==> config.mk <==
export PLATFORM = sky130hd
export DESIGN_NAME = tdc_edge_decoder
export DESIGN_NICKNAME = d
export VERILOG_FILES = /design/src/rtl/tdc_edge_decoder.sv
export SDC_FILE = /design/constraint.sdc
export NUM_CORES = 1
export LEC_CHECK = 0
export CORE_ASPECT_RATIO = 1.75
export CORE_UTILIZATION = 45
export CTS_CLUSTER_SIZE = 8
export DETAILED_ROUTE_END_ITERATION = 10
export PLACE_DENSITY_LB_ADDON = 0.15
export SLEW_MARGIN = 25
export SYNTH_ARGS = -nofsm -noshare
export SYNTH_HDL_FRONTEND = slang
export SYNTH_SLANG_ARGS = --single-unit
==> constraint.sdc <==
create_clock -name clk -period 31.6 [get_ports clk]
set_input_delay 9.48 -clock clk [delete_from_list [all_inputs] [get_ports clk]]
set_output_delay 9.48 -clock clk [all_outputs]
set_load 0.05 [all_outputs]
==> src/rtl/tdc_edge_decoder.sv <==
// tdc_edge_decoder: snapshots a thermometer-coded delay line on go and decodes the
// qualifying edge position, qualifying-edge count and bubble flag.
module tdc_edge_decoder #(
    parameter int NUM_TAPS      = 36,
    parameter int NUM_DECODE    = 8,
    parameter int RUN_LEN       = 4,
    parameter int FALLING       = 0,
    parameter int PRIORITY_LAST = 1,
    parameter int CNT_W         = 3
) (
    input  logic                  clk,
    input  logic                  rst,
    input  logic                  go,
    input  logic [NUM_TAPS-1:0]   taps_in,
    output logic                  busy,
    output logic                  done,
    output logic [NUM_DECODE-1:0] code_out,
    output logic                  edge_found,
    output logic [CNT_W-1:0]      edge_count,
    output logic                  multi_edge,
    output logic                  go_dropped
);
    localparam int NC   = NUM_TAPS - RUN_LEN;
    localparam int CW   = $clog2(NC + 1);
    localparam int MAXC = 2 ** CNT_W - 1;

    typedef enum logic [1:0] {IDLE, DECODE, DONE} state_t;

    state_t                  state;
    logic [NUM_TAPS-1:0]     snap;
    logic [NC-1:0]           qual;
    logic [CW-1:0]           cnt;
    logic [NUM_DECODE-1:0]   win;

    for (genvar i = 0; i < NC; i++) begin : g_qual
        assign qual[i] = (FALLING != 0) ? (!snap[i] && (&snap[i+1 +: RUN_LEN]))
                                        : (snap[i] && !(|snap[i+1 +: RUN_LEN]));
    end

    // Ascending scan: the last hit overwrites for PRIORITY_LAST, otherwise the first hit sticks.
    always_comb begin
        cnt = '0;
        win = '0;
        for (int j = 0; j < NC; j++) begin
            if (qual[j]) begin
                cnt = cnt + CW'(1);
                if (PRIORITY_LAST != 0 || win == '0) win = NUM_DECODE'(j + 1);
            end
        end
    end

    always_ff @(posedge clk or posedge rst) begin
        if (rst) begin
            state      <= IDLE;
            snap       <= '0;
            code_out   <= '0;
            edge_found <= 1'b0;
            edge_count <= '0;
            multi_edge <= 1'b0;
            busy       <= 1'b0;
            done       <= 1'b0;
            go_dropped <= 1'b0;
        end else begin
            go_dropped <= go && state != IDLE;
            done       <= 1'b0;
            case (state)
                IDLE: begin
                    if (go) begin
                        snap  <= taps_in;
                        state <= DECODE;
                        busy  <= 1'b1;
                    end
                end
                DECODE: begin
                    code_out   <= win;
                    edge_found <= cnt != '0;
                    edge_count <= (32'(cnt) > MAXC) ? CNT_W'(MAXC) : CNT_W'(cnt);
                    multi_edge <= 32'(cnt) > 1;
                    done       <= 1'b1;
                    state      <= DONE;
                end
                DONE: begin
                    busy  <= 1'b0;
                    state <= IDLE;
                end
                default: state <= IDLE;
            endcase
        end
    end
endmodule

* After elaboration in Yosys (flattened, before gate mapping)
Index checks and enable logic that the tools add are counted.
** Word-level totals
- Bits in registers :: 54
- Input port bits :: 39
- Logic and storage cells :: 218
- Output and inout port bits :: 16
** Operators by class
- Equal/unequal tests :: 3
- $lt $le $gt $ge :: 2
- Reductions and logical operators :: 103
- Add/subtract/negate cells :: 31
- Muxes and demuxes :: 70
** Operator list (count)
- $mux 8 :: 31
- $add 6x1->6 const B :: 31
- $mux 6 :: 31
- $reduce_or 4->1 :: 32
- $logic_and 1x1->1 :: 33
- $logic_not 1->1 :: 32
- $gt 6x1->1 const B :: 1
- $gt 6x3->1 const B :: 1
- $reduce_bool 6->1 :: 1
- $mux 1 :: 4
- $pmux 2 s2 :: 1
- $reduce_and 2->1 :: 2
- $reduce_bool 2->1 :: 2
- $mux 3 :: 1
- $eq 2x1->1 const B :: 1
- $eq 2x2->1 const B :: 1
- $logic_not 2->1 :: 1
- $mux 2 :: 1
- $ne 2x2->1 const B :: 1
- $pmux 1 s2 :: 1

* Depth between registers and ports, before layout
- Depth after elaboration :: 68
- Depth in mapped cells :: 108
- Gate-level depth less buffers :: 108

* Worst setup path after synthesis
No wires, ideal clock.
- Kind :: register to register
- Start point :: register snap[5]
- End point :: register multi_edge
- Required time :: 31.518 ns
- Cell stages (with the launch flop) :: 107
- Setup slack :: 12.065 ns
- Data arrival time :: 19.453 ns
- Buffers on the path :: 0
- Period minus slack after synthesis :: 19.535 ns
- Cells stage by stage :: dfrtp_1 nor2_1 nand3_1 ha_1 xnor2_1 ha_1 nand2_1 nand2_1 ha_1 nor4b_1 a2bb2oi_1 ha_1 nor4b_1 o21a_1 a21oi_1 ha_1 mux2_2 ha_1 [71 not listed] a21bo_2 ha_1 a222oi_1 nand2_1 ha_1 nor2_1 a31oi_1 ha_1 o22ai_1 nor3_1 ha_1 inv_1 o22ai_1 ha_1 nor2_1 mux2_4 o2111a_1 a31oi_1
** Between the ends
- Longest elaborated chain between the ends :: 65
** RTL lines
- start: declaration :: line 30 : logic [NUM_TAPS-1:0] snap;
- start signal: assignment :: line 69 : snap <= taps_in;
- $reduce_or 4->1 :: line 37 : : (snap[i] && !(|snap[i+1 +: RUN_LEN]));
- $logic_not 1->1 :: line 37
- $logic_and 1x1->1 :: line 37
- $mux 6 :: line 45 : if (qual[j]) begin
- $add 6x1->6 :: line 46 : cnt = cnt + CW'(1);
- $mux 6 :: line 45
- $add 6x1->6 :: line 46
- $mux 6 :: line 45
- [49 not listed]
- $mux 6 (*) :: line 45
- $add 6x1->6 :: line 46
- $mux 6 (*) :: line 45
- $add 6x1->6 :: line 46
- $mux 6 (*) :: line 45
- $add 6x1->6 :: line 46
- $mux 6 (*) :: line 45
- $gt 6x1->1 (*) :: line 78 : multi_edge <= 32'(cnt) > 1;
- end signal: assignment :: line 78
- end: declaration :: line 20 : output logic multi_edge,
Mark *: on every way between the ends. The rest lies on a longest branch, timed or not.
A chain may end at the register's enable or synchronous reset.

* Worst setup path after layout
- Start point :: register snap[5]
- End point :: register edge_found
** Between the ends
- Longest elaborated chain between the ends :: 65
** RTL lines
- $reduce_or 4->1 :: line 37
- $logic_not 1->1 :: line 37
- $logic_and 1x1->1 :: line 37
- $mux 6 :: line 45
- $add 6x1->6 :: line 46
- $mux 6 :: line 45
- $add 6x1->6 :: line 46
- $mux 6 :: line 45
- [49 not listed]
- $mux 6 (*) :: line 45
- $add 6x1->6 :: line 46
- $mux 6 (*) :: line 45
- $add 6x1->6 :: line 46
- $mux 6 (*) :: line 45
- $add 6x1->6 :: line 46
- $mux 6 (*) :: line 45
- $reduce_bool 6->1 (*) :: line 76 : edge_found <= cnt != '0;
- end signal: assignment :: line 57 : edge_found <= 1'b0;
- end signal: assignment :: line 76
- end: declaration :: line 18 : output logic edge_found,
Marked as above.

==> qor.yml <==
clocking:
  cts-root-buf: "clkbuf_16"
  clock_sinks: 52
  cts.clk_slew.worst_paths_ns: 0.07
  cts_made_buffers: 5
  cts_max_path_buffers: 2
  cts.repair.resized: 0
  cts_setup_buffers: 0
  cts_tree: "built"
  hold_buffers: 0
  worstSkewPairLatency_ns: 0.29
  h-tree-depth: 2
global_route:
  overflow: 0
  grt_usage_pct: 24.9
  grt_pass1_wl_um: 24800
  antenna_found_initial: 0
  grt_max_degree: 53
  grt_pass1_vias: 5177
placed_design:
  port_buffers: 52
  dp_slack_ns: 9.54
  dp_hpwl_um: 12700
  place_area_mm2: 0.00619
  placed_cells: 830
  place.gp.congestion: 0.860
timing:
  worstMarginPinSlew_ns: 0.877
  setup_viol: 0
  clock_skew_ns: 0.00567
  finalCritPeriodShare_pct: 70.2
  rsz0062_at_grt: "false"
  hold_viol_final: 0
  finalSetupTns_ns: 0
  min_period_ns: 22.19
  relSlewSlack_pct: 41.4
  max_freq_ghz: 0.0451
  setup_ws_ns: 9.41
  drv_slew: 0
  whs_ns: 0.495
floorplan:
  std_cell_rows: 53
  die_h_um: 150
  die_area_mm2: 0.0129
  start_util_pct: 46.4
  die_w_um: 86.3
  io_pins: 55
  core_area_mm2: 0.0121
synthesis:
  synth-seq-cells: 52
  synth.area.mux_share_pct: 8.86
  synthAdderAreaFrac_pct: 7.16
  synth_cell_types: 90
  ys_seq_area_share_pct: 23.3
  synth_top_family_by_area: "simple AND/OR/NAND/NOR gates"
  synth_area_leaders: "dfrtp_1 (23%), mux2_2 (7.4%), ha_1 (7.2%)"
  synth_xor_area_share_pct: 11.2
  async_flop_share_pct: 100
  synth_enable_flop_cells: 0
  yosysTopAreaCellShare_pct: 23.3
  yosys-top-cells-count: "nor2_1 (62), dfrtp_1 (52), nand2_1 (47)"
  synthCells: 635
  synthesis.area_mm2: 0.00560
  synthSimpleGateAreaFrac_pct: 24.7
  yosysWarnings: 0
  synth_compound_gate_area_share_pct: 19.1
  syn_avg_cell_area_um2: 8.81
  yosys.area.top_type: "dfrtp_1"
  synth_ff_type: "dfrtp_1"
  post-synth-top-count-cell: "nor2_1"
finish:
  layout-drive-gt1-share_pct: 13.4
  area_growth_pct: 13.9
  fin_cells: 837
  post-route-util_pct: 52.8
  fill_cells: 1163
  fin_area_mm2: 0.00637
  antenna_cells: 0
  finalNetCount: 743
worst_hold_path:
  hold_class: "flop to flop"
detailed_routing:
  drt-total-wl_um: 15500
  num_vias: 4948
  firstDrtPassIters: 4
  drc: 0
  wire_per_inst_um: 18.5
  drt_iter0_markers: 192
  antenna_left: 0
  viasPerCell: 5.91
critical_path:
  cpMaxStageDelayCell: "a222oi_1"
  cp_max_fo: 9
  start_kind: "flop"
  setup.worst_path.end_class: "flop"
  crit_top_cell: "ha_1"
  critPathRequiredTime_ns: 31.81
  arrival_ns: 22.39
  slowest_delay_ns: 0.58
  critical-path-top-delay-family: "adder cells"
  crit_type: "flop to flop"
  path_buf_inv: 10
power_and_ir_drop:
  power_mw: 0.574
  peakVddDrop_uv: 43.4
  powerDensity_mw_per_mm2: 90.0
  p_leak_nw: 2.72
outcome:
  status: "completed"
run:
  cap_violations: 0
## layer usage
metal	share of wire (%)	vias to the layer above	GRT usage [%]
met2	59	108	52.7
met1	33	2389	21.1
li1	-	2400	-
met4	5.4	0	13.3
met5	0	-	0
met3	2.1	51	3.36
## cells by family after synthesis
kind of cell / Yosys count
flip-flops: 52
multiplexers: 44
other: 1
buffers and inverters: 63
AO/OA/AOI/OAI: 135
AND/OR/NAND/NOR: 254
adder cells (fa/ha/maj): 32
XOR/XNOR: 54
## sequential cells by signal, indices dropped and copies added (netlist names)
register	cells
go_dropped	1
done	1
edge_found	1
code_out	6
edge_count	3
multi_edge	1
busy	1
state	2
snap	36
## cell type report
cell class | count | area [um2] | share of cell area (%)
clock inverter | 2 | 60.1 | 0.943
timing repair buffer | 57 | 558 | 8.76
tap | 165 | 206 | 3.24
sequential | 52 | 1300 | 20.4
clock buffer | 5 | 125 | 1.96
inverter | 35 | 134 | 2.10
multi-input combinational | 521 | 3990 | 62.6
## worst paths after layout
path | from | end | slack [ns] | cells past startpoint
worst max-delay path | snap[5] | edge_found | 9.41 | 106
worst min-delay path | code_out[0] | code_out[0] | 0.50 | 2
worst max register to register | snap[5] | edge_found | 9.41 | 106
worst min register to register | code_out[0] | code_out[0] | 0.50 | 2
max in group asynchronous | rst | go_dropped | 21.53 | 2
min in group asynchronous | rst | snap[9] | 9.63 | 2
## report_power, final
group | switching [mW] | internal (mW)
combinational | 0.228 | 0.161
sequential | 0.0299 | 0.0857
clock | 0.0233 | 0.0449
## cells in the final DEF (no fill, tap or decap), types with 21 or more instances in the layout
master | Yosys | routed
xnor2_1 | 32 | 32
o21ai_0 | 22 | 22
nor2_1 | 62 | 62
clkdlybuf4s50_1 | 0 | 52
mux2_2 | 37 | 37
inv_1 | 31 | 30
nand2_1 | 47 | 47
ha_1 | 32 | 32
dfrtp_1 | 52 | 52
nand3_1 | 21 | 21
## worst min-delay path: stages (launching register included)
cell     delay (ns)
dfrtp_1        0.35
nand2_1        0.05
o21ai_0        0.06
No activity file was read; power rests on OpenSTA's default activity.
==> RTL change: new RTL, same settings <==
`PRIORITY_LAST`: 1 -> 0.
--- a/src/rtl/tdc_edge_decoder.sv
+++ b/src/rtl/tdc_edge_decoder.sv
@@ -5,7 +5,7 @@
     parameter int NUM_DECODE    = 8,
     parameter int RUN_LEN       = 4,
     parameter int FALLING       = 0,
-    parameter int PRIORITY_LAST = 1,
+    parameter int PRIORITY_LAST = 0,
     parameter int CNT_W         = 3
 ) (
     input  logic                  clk,
Behaviour: not the same (Yosys sat finds a counterexample within 4 cycles, from zero or initial values and one cycle with rst high).
==> RTL change against the original RTL <==
  * Sequential power barely moved
  * Setup slack improved by 890 ps
  * Clock skew rose by 0.87 ps
  * Wire length rose by 5.6%
  * Clock power fell by 6.9%
  * Total power rose by 4.3%
  * Sequential cell count did not move
  * Count of clock-buffer cells in the layout rose by 1
  * Cell count rose by 5.7%
  * Cell area rose by 3.5%
  * Area after synthesis rose by 4.0%
  * Critical path type unchanged
  * Critical endpoint is now edge_count[2]$_DFFE_PP0P_
==> RTL change: results (changes against the original RTL) <==
- Status: complete, no violations
- Arrival @ worst endpoint: 21,480 ps (-910 ps)
- First-pass GRT wire length: 26,300 microns (+6.1%)
- DP HPWL: 13,200 microns (+3.8%)
- Remaining DRCs: 0 (unchanged)
- Reg clk slew, reported paths: 70 ps (about the same)
- Final worst clock skew: 6.54 ps (+0.867 ps)
- Slew headroom: 41.7% (+0.27 points)
- Distinct cells, synth: 103 (+14%)
- Register area share after synthesis: 22.4% (-0.89 points)
- Largest stage delay on the critical path: 580 ps (about the same)
- Post-CTS Setup Inserts: 0 (unchanged)
- Max Root-Sink Buffers: 2 (unchanged)
- Max VDD drop: 0.0000656 V (+51%)
- Final WL: 16,300 microns (+5.6%)
- Share of cells above drive strength 1: 13.7% (+0.28 points)
- Overall routing resource usage: 25.0% (+0.078 points)
- CTS-repair resized insts: 0 (unchanged)
- Post-synth top cells: nor2_1, nand2_1, dfrtp_1
- Top cells by area, synth: dfrtp_1, mux2_2, ha_1
- Cell-internal power: 293 uW (+0.51%)
- Detailed Routing Iterations Pass 1: 4 (unchanged)
- GPL Wtd Cong: 0.894 (+4.0%)
- LEAKAGE: 0.00287 uW (+5.5%)
- H-tree depth: 2 (unchanged)
- Share of flip-flops with an asynchronous set or reset: 100% (unchanged)
- YS warnings: 0 (unchanged)
- TritonCTS buffer count: 5 (unchanged)
- Initial DRC count: 214 (+11%)
- Vias in the first global route: 5,474 (+5.7%)
- Worst-skew pair later-pin latency: about 300 ps
- Final nets: 787 (+5.9%)
- Largest registers: snap: 36 flops, code_out: 6 flops, edge_count: 3 flops
- Via density: 6.11 (+3.4%)
- Initial antenna violation count: 0 (unchanged)
- CP max FO: 7 (-2)
- Slowest CP cell: a211oi_1
- Filler Cell Count: 1,221 (+5.0%)
- Port Buf Inserts: 52 (unchanged)
RTL change: metal layers:
| metal | vias up | share of wire [%] | GRT usage (%) |
|---|---|---|---|
| li1 | 2586 | - | - |
| met1 | 2630 | 35 | 23.5 |
| met2 | 144 | 59 | 50.4 |
| met3 | 50 | 2.2 | 2.55 |
| met4 | 0 | 4.6 | 12.0 |
| met5 | - | 0 | 0 |
RTL change: kinds of logic (layout without fill, tap and decap cells):
group	Yosys count	in the layout	share of synthesized area (%)
AO/OA/AOI/OAI	153	153	19.8
XOR/XNOR	59	59	11.7
adder cells (fa/ha/maj)	33	33	7.05
buffers and inverters	49	83	3.96
flip-flops	52	52	22.4
multiplexers	43	43	8.32
other	1	2	0.0645
AND/OR/NAND/NOR	292	292	26.8
RTL change: layout make-up:
cell class / count / area share, %
Multi-Input combinational cell: 582 / 65.2
Tap cell: 168 / 3.19
Inverter: 21 / 1.23
Timing Repair Buffer: 54 / 8.12
Sequential cell: 52 / 19.7
Clock buffer: 6 / 1.96
Clock inverter: 2 / 0.588
RTL change: critical path, delay by kind of cell, from the launching register on:
kind,cells,cell delay [ps]
multiplexers,3,840
AO/OA/AOI/OAI,30,6800
flip-flops,1,460
AND/OR/NAND/NOR,30,3360
buffers and inverters,5,360
XOR/XNOR,2,650
adder cells (fa/ha/maj),28,8720
RTL change: metrics by stage:
stage                     hold slack [ps]  setup WS, ps  area [sq um]  instances
after CTS                             500         10470          6590        885
after floorplan                       459         12880          5820        683
after global routing                  529          8980          6590        885
after global placement                471         11190          6420        877
after detailed placement              482         10490          6420        877
final                                 501         10300          6590        885
RTL change: power by group through the flow:
stage	Clock, uW	Combinational (uW)	Sequential [uW]
3_3_place_gp	0	401	115
5_1_grt	67.0	464	119
6_report	63.5	420	116
3_5_place_dp	0	415	116
4_1_cts	64.7	418	115
2_1_floorplan	0	307	125
RTL change: worst paths after layout:
kind | end | slack (ps) | start | cells after the start
worst max-delay path | edge_count[2]$_DFFE_PP0P_ | 10300 | snap[4]$_DFFE_PP0P_ | 98
worst min-delay path | code_out[1]$_DFFE_PP0P_ | 500 | code_out[1]$_DFFE_PP0P_ | 2
worst max register to register | edge_count[2]$_DFFE_PP0P_ | 10300 | snap[4]$_DFFE_PP0P_ | 98
worst min register to register | code_out[1]$_DFFE_PP0P_ | 500 | code_out[1]$_DFFE_PP0P_ | 2
max in group asynchronous | snap[21]$_DFFE_PP0P_ | 21540 | rst | 2
min in group asynchronous | go_dropped$_DFF_PP0_ | 9630 | rst | 2
